`src/rtl/matrix_scanner.sv`:
```
// Row-scanning driver for bi-colour LED matrices with blanking, bank select and frame sync.
// Define MATRIX_SCAN_PWM_EN to build per-row BRIGHT-based PWM gating of the column outputs.
module matrix_scanner #(
    parameter int unsigned         ROWS      = 8,
    parameter int unsigned         COLS      = 8,
    parameter int unsigned         ADDR_W    = 12,
    parameter logic [ADDR_W-1:0]   FB_BASE   = 12'hF00,
    parameter int unsigned         ROW_CYC   = 4096,
    parameter int unsigned         BLANK_CYC = 16,
    parameter int unsigned         PWM_BITS  = 4
) (
    input  logic                CLK,
    input  logic                RST_N,
    input  logic                EN,
    input  logic                BANK,
    input  logic [PWM_BITS-1:0] BRIGHT,
    input  logic [2*COLS-1:0]   RAM_Q,
    output logic [ADDR_W-1:0]   RAM_ADDR,
    output logic [COLS-1:0]     L_GREEN,
    output logic [COLS-1:0]     L_RED,
    output logic [ROWS-1:0]     L_VCC,
    output logic                FRAME
);

    localparam int unsigned ROW_W = (ROWS > 1) ? $clog2(ROWS) : 1;
    localparam int unsigned C_W   = (ROW_CYC > 1) ? $clog2(ROW_CYC) : 1;

    localparam logic [ROW_W-1:0] ROW_LAST = ROW_W'(ROWS - 1);
    localparam logic [C_W-1:0]   C_LAST   = C_W'(ROW_CYC - 1);
    localparam logic [C_W-1:0]   C_CAP    = C_W'(BLANK_CYC - 1);
    localparam logic [C_W-1:0]   C_SHOW   = C_W'(BLANK_CYC);

    typedef enum logic {
        ST_SCAN,
        ST_IDLE
    } state_t;

    state_t             r_state, w_state_nx;
    logic [C_W-1:0]     r_c, w_c_nx;
    logic [ROW_W-1:0]   r_row, w_row_nx;
    logic               r_bank, w_bank_nx;
    logic [2*COLS-1:0]  r_data, w_data_nx;
    logic [ADDR_W-1:0]  r_addr, w_addr_nx;
    logic [ROWS-1:0]    r_vcc, w_vcc_nx;
    logic [COLS-1:0]    r_red, w_red_nx;
    logic [COLS-1:0]    r_green, w_green_nx;
    logic               r_frame, w_frame_nx;
    logic               w_capture;
    logic               w_show;
    logic               w_pwm_on;

`ifdef MATRIX_SCAN_PWM_EN
    logic [PWM_BITS-1:0] r_bright, w_bright_nx;
    logic [PWM_BITS-1:0] r_pwm, w_pwm_nx;
`else
    logic                w_unused_bright;
    assign w_unused_bright = ^BRIGHT;
`endif

    // Outputs are computed from the next-cycle counters so each registered
    // output lines up with the counter value it belongs to.
    always_comb begin
        w_state_nx = r_state;
        w_c_nx     = r_c;
        w_row_nx   = r_row;
        w_bank_nx  = r_bank;
        w_frame_nx = 1'b0;
        w_capture  = 1'b0;

        if (!EN) begin
            w_state_nx = ST_IDLE;
            w_c_nx     = '0;
            w_row_nx   = '0;
        end else if (r_state == ST_IDLE) begin
            w_state_nx = ST_SCAN;
            w_c_nx     = '0;
            w_row_nx   = '0;
            w_bank_nx  = BANK;
        end else begin
            w_capture = (r_c == C_CAP);
            if (r_c == C_LAST) begin
                w_c_nx = '0;
                if (r_row == ROW_LAST) begin
                    w_row_nx   = '0;
                    w_bank_nx  = BANK;
                    w_frame_nx = 1'b1;
                end else begin
                    w_row_nx = r_row + 1'b1;
                end
            end else begin
                w_c_nx = r_c + 1'b1;
            end
        end

        w_data_nx = w_capture ? RAM_Q : r_data;
        w_show    = (w_state_nx == ST_SCAN) && (w_c_nx >= C_SHOW);

`ifdef MATRIX_SCAN_PWM_EN
        // The PWM phase restarts at the first SHOW cycle, so it equals k mod 2^PWM_BITS.
        w_bright_nx = w_capture ? BRIGHT : r_bright;
        w_pwm_nx    = w_capture ? '0 : r_pwm + 1'b1;
        w_pwm_on    = (w_pwm_nx < w_bright_nx) || (&w_bright_nx);
`else
        w_pwm_on    = 1'b1;
`endif

        if (w_state_nx == ST_SCAN) begin
            w_addr_nx = FB_BASE + (w_bank_nx ? ADDR_W'(ROWS) : '0) + ADDR_W'(w_row_nx);
        end else begin
            w_addr_nx = FB_BASE;
        end

        w_vcc_nx   = w_show ? (ROWS'(1) << w_row_nx) : '0;
        w_red_nx   = (w_show && w_pwm_on) ? ~w_data_nx[2*COLS-1:COLS] : '1;
        w_green_nx = (w_show && w_pwm_on) ? ~w_data_nx[COLS-1:0]      : '1;
    end

    always_ff @(posedge CLK or negedge RST_N) begin
        if (!RST_N) begin
            r_state  <= ST_SCAN;
            r_c      <= '0;
            r_row    <= '0;
            r_bank   <= 1'b0;
            r_data   <= '0;
            r_addr   <= FB_BASE;
            r_vcc    <= '0;
            r_red    <= '1;
            r_green  <= '1;
            r_frame  <= 1'b0;
`ifdef MATRIX_SCAN_PWM_EN
            r_bright <= '0;
            r_pwm    <= '0;
`endif
        end else begin
            r_state  <= w_state_nx;
            r_c      <= w_c_nx;
            r_row    <= w_row_nx;
            r_bank   <= w_bank_nx;
            r_data   <= w_data_nx;
            r_addr   <= w_addr_nx;
            r_vcc    <= w_vcc_nx;
            r_red    <= w_red_nx;
            r_green  <= w_green_nx;
            r_frame  <= w_frame_nx;
`ifdef MATRIX_SCAN_PWM_EN
            r_bright <= w_bright_nx;
            r_pwm    <= w_pwm_nx;
`endif
        end
    end

    assign RAM_ADDR = r_addr;
    assign L_VCC    = r_vcc;
    assign L_RED    = r_red;
    assign L_GREEN  = r_green;
    assign FRAME    = r_frame;

endmodule

```
`config.mk`:
```
export PLATFORM = sky130hd
export DESIGN_NAME = matrix_scanner
export DESIGN_NICKNAME = d
export VERILOG_FILES = /design/src/rtl/matrix_scanner.sv
export SDC_FILE = /design/constraint.sdc
export NUM_CORES = 1
export LEC_CHECK = 0
export ABC_AREA = 1
export CAP_MARGIN = 20
export CORE_MARGIN = 5
export CORE_UTILIZATION = 37
export DETAILED_ROUTE_END_ITERATION = 12
export HOLD_SLACK_MARGIN = 0.03
export PLACE_DENSITY = 0.63
export SLEW_MARGIN = 20
export SYNTH_ARGS = -nofsm -noshare
export SYNTH_HDL_FRONTEND = slang
export SYNTH_SLANG_ARGS = --single-unit
```
`constraint.sdc`:
```
create_clock -name CLK -period 2.98 [get_ports CLK]
set_input_delay 0.447 -clock CLK [delete_from_list [all_inputs] [get_ports CLK]]
set_output_delay 0.447 -clock CLK [all_outputs]
set_load 0.005 [all_outputs]
```
**Yosys cells after proc, flatten, opt, wreduce, memory -nomap -nowiden**

Cells that the tools add are included.

- Reduce and logical (&&, ||, !) cells: 1
- Order comparisons: 1
- Shifts and indexed selects: 1
- Add/subtract/negate cells: 4
- Equality and inequality tests: 3
- Muxes and demuxes: 24
- Bitwise logic cells: 2

Operators with widths:

| cell | count |
|---|---|
| two-way mux 12 bit | 4 |
| two-way mux 8 bit | 3 |
| two-way mux 16 bit | 1 |
| NOT 8 bit | 2 |
| adder 12 x 1 -> 12 bit, second input constant | 1 |
| == test 12 bit, second input constant | 1 |
| == test 12 x 4 -> 1 bit, second input constant | 1 |
| greater-or-equal comparator 12 x 5 -> 1 bit, second input constant | 1 |
| two-way mux 3 bit | 4 |
| adder 10 x 4 -> 11 bit | 1 |
| two-way mux 1 bit | 11 |
| adder 9 x 5 -> 10 bit, first input constant | 1 |
| left shift 1 x 3 -> 8 bit, first input constant | 1 |
| two-way mux 4 bit | 1 |
| adder 3 x 1 -> 3 bit, second input constant | 1 |
| == test 3 bit, second input constant | 1 |
| logical AND 1 bit | 1 |

- Word-level logic and storage cells: 46
- Register bits: 70
- Output and inout port bits: 37

**Depth between registers and ports, before layout**

Gate-level depths: netlist (run 1).

- Depth after elaboration: 9
- Mapped depth: 13
- Gate-level depth less buffers: 12

**Worst setup path before layout (run 1)**

Ideal clock, no wire load.

- Path type: register to register
- From: reg r_c[0]
- To: reg r_green[3] (netlist: L_GREEN[3])
- Cell stages (with the launch flop): 13
- Setup slack: 1.293 ns
- Data required time: 2.919 ns
- Clock period less this slack: 1.687 ns
- Arrival: 1.626 ns
- Buffers on the path: 1
- Cells stage by stage: dfrtp_1 ha_1 nand2_1 nor2_2 nand3_4 nand2_8 inv_6 nand2_2 nand2_2 nor2_2 nand2_4 buf_8 nand2_2

- Longest elaborated chain between the ends: 7
- Elaborated cells between the ends (all ways): 13
- Those cells by class: add/sub (1); order compare (1); eq/ne (2); mux (7); bitwise (1); reduce/logical (1)

Ends and longest elaborated chain:

| element | line | source |
|---|---|---|
| start: declaration | 39 | `logic [C_W-1:0] r_c, w_c_nx;` |
| start signal: assignment | 136 | `r_c <= w_c_nx;` |
| adder 12 x 1 -> 12 bit / == test 12 bit (equally long branches) | 91, 81 |  |
| two-way mux 12 bit | 81 | `if (r_c == C_LAST) begin` |
| two-way mux 12 bit | 74 | `end else if (r_state == ST_IDLE) begin` |
| two-way mux 12 bit | 70 | `if (!EN) begin` |
| greater-or-equal comparator 12 x 5 -> 1 bit | 96 | `w_show = (w_state_nx == ST_SCAN) && (w_c_nx >= C_SHOW);` |
| logical AND 1 bit | 96 |  |
| two-way mux 8 bit (*) | 115 | `w_green_nx = (w_show && w_pwm_on) ? ~w_data_nx[COLS-1:0] : '1;` |
| via w_green_nx[3] | 46 | `logic [COLS-1:0] r_green, w_green_nx;` |
| end signal: assignment | 143 | `r_green <= w_green_nx;` |
| end: declaration | 46 |  |

Mark *: on every way through the listed nets, which the timed path passes. The rest lies on a longest branch.

**Worst setup path in the final report (run 1)**

- From: reg r_c[0]
- To: reg r_vcc[2] (netlist: L_VCC[2])

- Longest elaborated chain between the ends: 7
- Elaborated cells between the ends (all ways): 12
- Those cells by class: add/sub (1); order compare (1); eq/ne (1); shift (1); mux (7); reduce/logical (1)

Ends and longest elaborated chain:

| element | line | source |
|---|---|---|
| adder 12 x 1 -> 12 bit / == test 12 bit (equally long branches) | 91, 81 |  |
| two-way mux 12 bit | 81 |  |
| two-way mux 12 bit | 74 |  |
| two-way mux 12 bit | 70 |  |
| greater-or-equal comparator 12 x 5 -> 1 bit | 96 |  |
| logical AND 1 bit | 96 |  |
| two-way mux 8 bit (*) | 113 | `w_vcc_nx = w_show ? (ROWS'(1) << w_row_nx) : '0;` |
| via w_vcc_nx[2] | 44 | `logic [ROWS-1:0] r_vcc, w_vcc_nx;` |
| end signal: assignment | 141 | `r_vcc <= w_vcc_nx;` |
| end: declaration | 44 |  |

Marked as above.

==> results of run 1 <==
==> metal layers <==
layer / track usage, % / up-vias / share of wire (%)
li1: - / 970 / -
met1: 14.34 / 875 / 43
met2: 19.27 / 33 / 50
met3: 4.327 / 7 / 5.0
met4: 7.822 / 0 / 2.3
met5: 0 / - / 0
==> cells in the mapped netlist <==
library cell | number | area [um^2]
nand2_1 | 55 | 206.5
dfrtp_1 | 43 | 1076
inv_1 | 43 | 161.4
nor2_1 | 33 | 123.9
dfstp_2 | 16 | 420.4
nand3_1 | 16 | 80.08
o21ai_0 | 16 | 80.08
nand2_2 | 14 | 87.58
buf_4 | 8 | 60.06
nor2_2 | 5 | 31.28
ha_1 | 4 | 50.05
nand4_1 | 4 | 25.02
clkbuf_1 | 3 | 11.26
conb_1 | 2 | 7.510
inv_2 | 2 | 7.510
nand3_2 | 2 | 20.02
nor2_4 | 2 | 22.52
nor3_1 | 2 | 10.01
o21bai_1 | 2 | 15.01
xor2_1 | 2 | 17.52
a21oi_1 | 1 | 5.000
buf_8 | 1 | 15.01
inv_6 | 1 | 8.760
nand2_4 | 1 | 11.26
nand2_8 | 1 | 20.02
nand3_4 | 1 | 17.52
nand3b_1 | 1 | 7.510
nor3b_1 | 1 | 7.510
nor4_1 | 1 | 6.260
o21ai_1 | 1 | 5.000
o21ai_2 | 1 | 8.760
==> registers in the layout, indices dropped and copies added (netlist names) <==
name	flops
r_data	16
r_c	12
r_bank	1
FRAME	1
r_state	1
L_GREEN	8
L_VCC	8
L_RED	8
RAM_ADDR	1
r_row	3
==> cell type report <==
| cell class | instances | area, um^2 |
|---|---|---|
| clock inverters | 5 | 125.1 |
| flip-flops and latches | 59 | 1496 |
| inverters | 46 | 177.7 |
| well taps | 96 | 120.1 |
| repair buffers | 50 | 490.5 |
| multi-input cells | 174 | 888.4 |
| fillers | 632 | 3430 |
| clock buffers | 11 | 141.4 |
==> final timing paths <==
kind | start | to | slack (ns)
max | r_c[0] | L_VCC[2] | 1.01
min | RST_N | L_VCC[6] | 0.26
max reg2reg | r_c[0] | L_VCC[2] | 1.01
min reg2reg | r_c[0] | r_c[0] | 0.49
max in group asynchronous | RST_N | L_VCC[1] | 2.25
min in group CLK | r_c[0] | r_c[0] | 0.49
==> through the flow <==
stage / std cells / worst slack (ns) / area (um^2)
finish: 441 / 1.012 / 3440
global placement: 425 / 0.8202 / 3173
detailed placement: 425 / 0.7713 / 3173
CTS: 441 / 1.012 / 3440
floorplan: 291 / 1.293 / 2649
global route: 441 / 0.7399 / 3440
==> critical path: stages (launching register included) <==
cell,delay (ns)
dfrtp_1,0.39
ha_1,0.22
nand2_1,0.09
nor2_2,0.18
nand3_4,0.18
nand2_1,0.10
nand2_1,0.05
nor2_1,0.32
inv_1,0.15
nand3_1,0.11
nor2_1,0.05
==> report_power, final <==
part           internal, W  switching, W   total, W
Combinational    0.0000310     0.0000348  0.0000657
Clock             0.000662      0.000304   0.000966
Sequential        0.000807    0.00000228   0.000809
==> kinds of logic after synthesis <==
group                    count (synthesis)
XOR/XNOR                                 2
AND/OR/NAND/NOR                        139
adder cells (fa/ha/maj)                  4
buffers and inverters                   58
other                                    2
AO/OA/AOI/OAI                           21
flip-flops                              59
==> results.md, run 1 <==
* # setup viols final at 0
* Core Rows at 30
* Setup TNS at 0 ns
* Hold Slack at 0.2571 ns
* Post-Synthesis Cells at 285
* Max Cap Violations at 0
* Post-Syn Area at 2626 um^2
* Slew headroom at 51.50%
* Bufs on Longest Clock Path at 2
* Arrival time worst endpoint at 2.17 ns
* Worst Tran Pin Value at 0.7275 ns
* Placeable Area at 6869 um^2
* Port Buffers at 48
* Post-CTS setup buffer count at 0
* Final hold viol count at 0
* CTS buffer count at 9
* GRT overflow at 0
* DRC at 0
* Worst-Skew Late Latency at 0.34 ns
* Warnings, synthesis at 0
* Gp weighted congestion at 0.7875
* Inserted Diodes at 0
* Post-synthesis adder-cell area fraction at 1.906%
* Fin util at 50.07%
* Number of distinct library cells after synthesis at 31
* RSZ-0062 raised after global routing: false
* Pre-antenna DRT Iters at 4
* Final #Nets at 368
* Worst setup EP type: register
* Post-CTS Hold Fix Bufs at 0
* Via count at 1,885
* Clock skew after layout at 0.01156 ns
* Post-route ant nets at 0
* Seq/Total Area, Yosys at 56.98%
* Most frequent cells in the layout: nand2_1 (55), clkdlybuf4s50_1 (47), dfrtp_1 (43), inv_1 (43), nor2_1 (33)
* Commonest non-fill, non-tap cell in the layout: nand2_1
* Wire per inst at 11.39 um
* Critical Path RT at 3.19 ns
* Fmax achieved at 0.5082 GHz
* Largest family of logic cells by synthesized area: simple AND/OR/NAND/NOR gates
* Tmin final at 1.968 ns
* PostCTS Resize Cnt at 0
* CP Max Fanout at 9
* Largest net degree at the start of global routing at 60
* Syn Area/Cell at 9.215 um^2
* Die H at 94.25 um
* Die width at 94.25 um
* Slew Limit Fails at 0
* Total power at 0.001841 W
* Kind of critical path: register to register
* Share of cells above drive strength 1 at 18.55%
* Maximum VDD drop at 0.0003299 V
* Xor-xnor portion of the synthesized cell area at 0.6670%
* Via density per instance at 4.274
* Outcome: finished, final reports clean
* Initial core utilization at 38.23%
* TritonCTS clock tree: done
* Pwr/cell area at 535.2 nW/um^2
* Detailed placer's ending HPWL at 3562 um
* Compound-Gate Fraction of Synth Area at 4.335%
* Worst-path clk slew at 0.06 ns
* #FFs+latches synth at 59
* Initial antenna violation count at 0
* H-Tree Depth at 3
* All-layer global routing usage at 12.34%
* Synth Area in Simple Gates at 25.77%
* Worst hold-check path type: primary input to async pin
* Routed Wire Length at 5025 um
* Period utilisation layout at 66.04%
* Top Ports at 61
* Root Buffer: clkbuf_8
* Clock Sinks at 59
* First-pass GRT wire length at 8376 um
* R2R depth at 10
* Vias in the first global route at 1,886
* Die Area at 8883 um^2
* Mux cell area share after synthesis at 0%
* Leak Pwr at 1.654 nW
* Synth-to-layout area growth at 30.97%
* DR iter-0 viols at 72
* CP Launch Type: register
(Power assumes the default switching activity.)
==> run 2, diff against run 1 <==
--- a/config.mk
+++ b/config.mk
@@ -11,7 +11,7 @@
 export CORE_UTILIZATION = 37
 export DETAILED_ROUTE_END_ITERATION = 12
 export HOLD_SLACK_MARGIN = 0.03
-export PLACE_DENSITY = 0.63
+export PLACE_DENSITY = 0.65
 export SLEW_MARGIN = 20
 export SYNTH_ARGS = -nofsm -noshare
 export SYNTH_HDL_FRONTEND = slang
==> constraint.sdc (replaced) <==
create_clock -name CLK -period 1.8 [get_ports CLK]
set_input_delay 0.27 -clock CLK [delete_from_list [all_inputs] [get_ports CLK]]
set_output_delay 0.27 -clock CLK [all_outputs]
set_load 0.005 [all_outputs]
==> results.md, run 2 (synthesis results as in run 1) <==
* Period utilisation layout at 96.27%
* Outcome: finished, final reports clean
* Largest register by flop count: r_data
* Fmax achieved at 0.5771 GHz
* Via density per instance at 4.265
* CP Max Fanout at 8
* Critical R2R Capture: L_GREEN[5]
* Crit path largest cell delay at 0.35 ns
* All-layer global routing usage at 13.96%
* Arrival time worst endpoint at 2.02 ns
* GRT overflow at 0
* Worst Setup SP: r_c[0]
* Worst setup EP type: register
* Max reg flops at 16
* Root Buffer: clkbuf_8
* Tmin final at 1.733 ns
* Inserted Diodes at 0
* Cell Area, Placed at 3326 um^2
* Worst-path clk slew at 0.07 ns
* Core Rows at 30
* Final #Nets at 389
* Slew Limit Fails at 0
* Via count at 1,966
* # setup viols final at 0
* Final hold viol count at 0
* Share of cells above drive strength 1 at 26.85%
* Slowest-stage cell, CP: dfrtp_1
* Routed Wire Length at 5516 um
* Finished Cell Area at 3657 um^2
* TritonCTS clock tree: done
* Vias in the first global route at 1,992
* CP Launch Type: register
* Critical Path RT at 2.09 ns
* Post-route ant nets at 0
* Gp weighted congestion at 0.7525
* DR iter-0 viols at 70
* Max Cap Violations at 0
* Setup crit end: L_GREEN[5]
* Largest net degree at the start of global routing at 60
* Initial antenna violation count at 0
* Port Buffers at 48
* Kind of critical path: register to register
* Wire per inst at 11.97 um
* DRC at 0
* Placeable Area at 6869 um^2
* CTS buffer count at 9
* First-pass GRT wire length at 9487 um
* Crit-path cells: ha_2 -> nand2_2 -> nor2_4 -> nand3_4 -> nand2_8 -> inv_6 -> nand2_4 -> o21ai_2 -> nor2_4 -> nand2_4 -> nand2_2
* Largest regs: r_data x16, r_c x12
* Die Area at 8883 um^2
* Die H at 94.25 um
* Initial core utilization at 38.23%
* Post-route insts no fill at 461
* R2R Setup Slk at 0.07 ns
* Bufs on Longest Clock Path at 2
* Worst-Skew Late Latency at 0.34 ns
* Clock Sinks at 59
* Maximum VDD drop at 0.0004393 V
* Die width at 94.25 um
* Clock skew after layout at 0.007283 ns
* Synth-to-layout area growth at 39.26%
* Commonest non-fill, non-tap cell in the layout: nand2_1
* H-Tree Depth at 3
* R2R depth at 11
* Pwr/cell area at 774.5 nW/um^2
* Total power at 0.002833 W
* RSZ-0062 raised after global routing: true
* Dpl cells at 442
* Detailed placer's ending HPWL at 3661 um
* Most frequent cells in the layout: nand2_1 (51), clkdlybuf4s50_1 (47), dfrtp_1 (43)
* Leak Pwr at 1.767 nW
* Pre-antenna DRT Iters at 4
* Top Ports at 61
* Worst hold-check path type: primary input to async pin
* Reg2Reg Launch Point: r_c[0]
[run 2: how the worst min path moves through the flow]
stage,startpoint,endpoint,slack [ns],cells after the start
floorplan,RST_N,FRAME,-0.03,0
global placement,RST_N,r_row[1],0.30,2
detailed placement,RST_N,L_VCC[6],0.30,2
CTS,RST_N,L_VCC[6],0.49,3
global route,r_data[9],r_data[9],0.54,2
finish,RST_N,L_VCC[6],0.47,3
[run 2: critical path: cells and delay by family, from the launching register on]
kind	cells	cell delay, ns
AOI/OAI and AO/OA	1	0.07
adders and majority gates	1	0.19
buffers and inverters	1	0.05
DFF	1	0.35
and+or+nand+nor	8	1.03
[run 2: layout make-up]
class | instances | area [um^2]
multi-input combinational | 176 | 973.4
fill | 628 | 3212
inverter | 46 | 177.7
clock inverter | 4 | 73.82
sequential | 59 | 1496
clock buffer | 11 | 151.4
timing repair buffer | 69 | 664.4
tap | 96 | 120.1
[run 2: layer usage]
| layer | vias to the layer above | wire length [um] | GRT usage [%] |
|---|---|---|---|
| met4 | 0 | 200 | 9.627 |
| met3 | 17 | 246 | 3.446 |
| met1 | 904 | 2467 | 17.93 |
| li1 | 1003 | - | - |
| met5 | - | 0 | 0 |
| met2 | 42 | 2601 | 20.51 |
[run 2: report_power, final]
part	internal [W]	total, W	switching [W]	leakage [nW]
Sequential	0.00134	0.00134	0.00000286	0.762
Combinational	0.0000664	0.000130	0.0000641	0.890
Clock	0.000847	0.00136	0.000517	0.115
[run 2: what timing repair did]
item                                   4_1_cts  5_1_grt
setup endpoints to repair                   16       25
buffers inserted                             0        1
hold buffers                                 1        0
resized for setup                            4       17
pin swaps                                    1       13
gates cloned                                 1        1
endpoints found under the hold margin       43        0
[run 2: through the flow]
stage / hold WS, ns / util, % / TNS [ns] / setup slack (ns)
6_report: 0.4691 / 53.24 / 0 / 0.06716
5_1_grt: 0.5429 / 53.24 / -1.126 / -0.06712
4_1_cts: 0.4877 / 52.22 / 0 / 0.02646
3_5_place_dp: 0.3009 / 48.42 / -1.659 / -0.09246
3_3_place_gp: 0.2960 / 48.42 / -0.2603 / -0.03061
2_1_floorplan: -0.02559 / - / 0 / 0.1133
==> run 3, diff against run 2 <==
--- a/config.mk
+++ b/config.mk
@@ -8,10 +8,10 @@
 export ABC_AREA = 1
 export CAP_MARGIN = 20
 export CORE_MARGIN = 5
-export CORE_UTILIZATION = 37
+export CORE_UTILIZATION = 35
 export DETAILED_ROUTE_END_ITERATION = 12
 export HOLD_SLACK_MARGIN = 0.03
-export PLACE_DENSITY = 0.65
+export PLACE_DENSITY = 0.63
 export SLEW_MARGIN = 20
 export SYNTH_ARGS = -nofsm -noshare
 export SYNTH_HDL_FRONTEND = slang
==> results.md, run 3 (synthesis results as in run 1) <==
* Setup WS pre-CTS at -0.2100 ns
* Placeable Area at 7292 um^2
* CP Launch Type: register
* Worst-Skew Late Latency at 0.33 ns
* Synth-to-layout area growth at 43.31%
* Detailed placer's ending HPWL at 3732 um
* Die H at 96.63 um
* GRT overflow at 0
* Pre-antenna DRT Iters at 4
* Fin util at 51.61%
* TritonCTS clock tree: done
* Fillers at 696
* Fmax achieved at 0.5743 GHz
* Port Buffers at 48
* Slew Limit Fails at 0
* Multi-input gate area at 1003 um^2
* Outcome: finished, final reports clean
* Largest register by flop count: r_data
* Sequential standard cell area at 1498 um^2
* Critical Path RT at 2.06 ns
* Core Rows at 31
* Bufs on Longest Clock Path at 2
* DR iter-0 viols at 82
* Maximum VDD drop at 0.0005518 V
* Largest regs: r_data x16, r_c x12
* Final hold viol count at 0
* Slowest-stage cell, CP: dfrtp_1
* Via density per instance at 4.240
* # setup viols final at 0
* Worst hold-check path type: primary input to async pin
* Wire per inst at 11.66 um
* Initial antenna violation count at 0
* H-Tree Depth at 3
* First-pass GRT wire length at 9280 um
* Top Ports at 61
* Leak Pwr at 1.809 nW
* Gp weighted congestion at 0.7687
* Largest net degree at the start of global routing at 33
* Most frequent cells in the layout: nand2_1 (52), clkdlybuf4s50_1 (47), dfrtp_1 (42)
* Clock skew after layout at 0.009332 ns
* Pwr/cell area at 817.8 nW/um^2
* CP Max Fanout at 8
* Arrival time worst endpoint at 2.00 ns
* CTS buffer count at 9
* Tmin final at 1.741 ns
* DRC at 0
* Max reg flops at 16
* Final #Nets at 391
* Vias in the first global route at 2,021
* Max Cap Violations at 0
* Finished Cell Area at 3764 um^2
* Period utilisation layout at 96.74%
* Cell Area, Placed at 3299 um^2
* Total power at 0.003078 W
* Commonest non-fill, non-tap cell in the layout: nand2_1
* Initial core utilization at 36.02%
* Worst-path clk slew at 0.07 ns
* All-layer global routing usage at 12.36%
* Kind of critical path: register to register
* Crit-path cells: ha_4 -> nand2_4 -> nor2_4 -> nand3_4 -> nand2_8 -> buf_6 -> buf_4 -> a21oi_1 -> nor2_4 -> nand2_4 -> nand2_2
* Die width at 96.63 um
* Worst setup EP type: register
* Die Area at 9336 um^2
* Share of cells above drive strength 1 at 29.70%
* Via count at 1,976
* Post-route ant nets at 0
* Inserted Diodes at 0
* Root Buffer: clkbuf_8
* RSZ-0062 raised after global routing: true
* Routed Wire Length at 5433 um
* Setup ws final at 0.05872 ns
* Clock Sinks at 59
* Hold Slack at 0.4030 ns
* Crit path largest cell delay at 0.42 ns
## run 3: changes by cell type in the layout (fill, tap and decap cells not counted), sizes merged
cell	before	now
buf	21	24
clkbuf	11	10
clkinv	2	1
bufinv	2	4
nand3	20	19
## run 3: layout make-up
type,count,share of cell area (%)
Clock buffer,10,3.657
Sequential cell,59,39.79
Multi-Input combinational cell,175,26.66
Timing Repair Buffer,72,18.55
Tap cell,99,3.291
Clock inverter,5,3.324
Inverter,46,4.721
## run 3: worst max-delay path, delay by kind of cell, from the launching register on
family	cells	cell delay, ns
compound gates	1	0.23
fa+ha+maj	1	0.19
buf+inv	2	0.25
flops	1	0.42
simple gates	7	0.60
## run 3: final timing paths
check / depth (start not counted) / slack (ns) / startpoint / to
setup / recovery: 11 / 0.06 / r_c[0] / L_GREEN[1]
hold / removal: 2 / 0.40 / RST_N / r_row[2]
setup reg to reg: 11 / 0.06 / r_c[0] / L_GREEN[1]
hold reg to reg: 2 / 0.50 / r_data[7] / r_data[7]
max in group asynchronous: 3 / 0.81 / RST_N / L_RED[5]
min in group CLK: 2 / 0.50 / r_data[7] / r_data[7]
## run 3: stage by stage
step                      TNS, ns  instances
after floorplan                 0        291
after global placement     -4.249        441
after detailed placement   -4.802        441
after CTS                       0        463
after global routing      -0.8958        466
final                           0        466
## run 3: report_power, final
group          switching (W)  leakage [nW]  internal [W]
clock               0.000512         0.132       0.00109
combinational      0.0000668         0.916     0.0000712
sequential        0.00000390         0.760       0.00134
## run 3: timing repair
item,4_1_cts,5_1_grt
endpoints found under the setup margin,16,28
gates resized for setup,7,33
gates cloned,1,0
setup buffers,5,3
hold endpoints to repair,13,0
pin swaps,8,8
hold buffers,1,0
## run 3: routing by layer
layer  global-route usage (%)  wire length, um  up-vias
met2                    20.75             2701       31
met5                        0                0        -
met4                    5.508               89        0
li1                         -                -     1013
met3                    4.101              221        6
met1                    14.29             2420      926
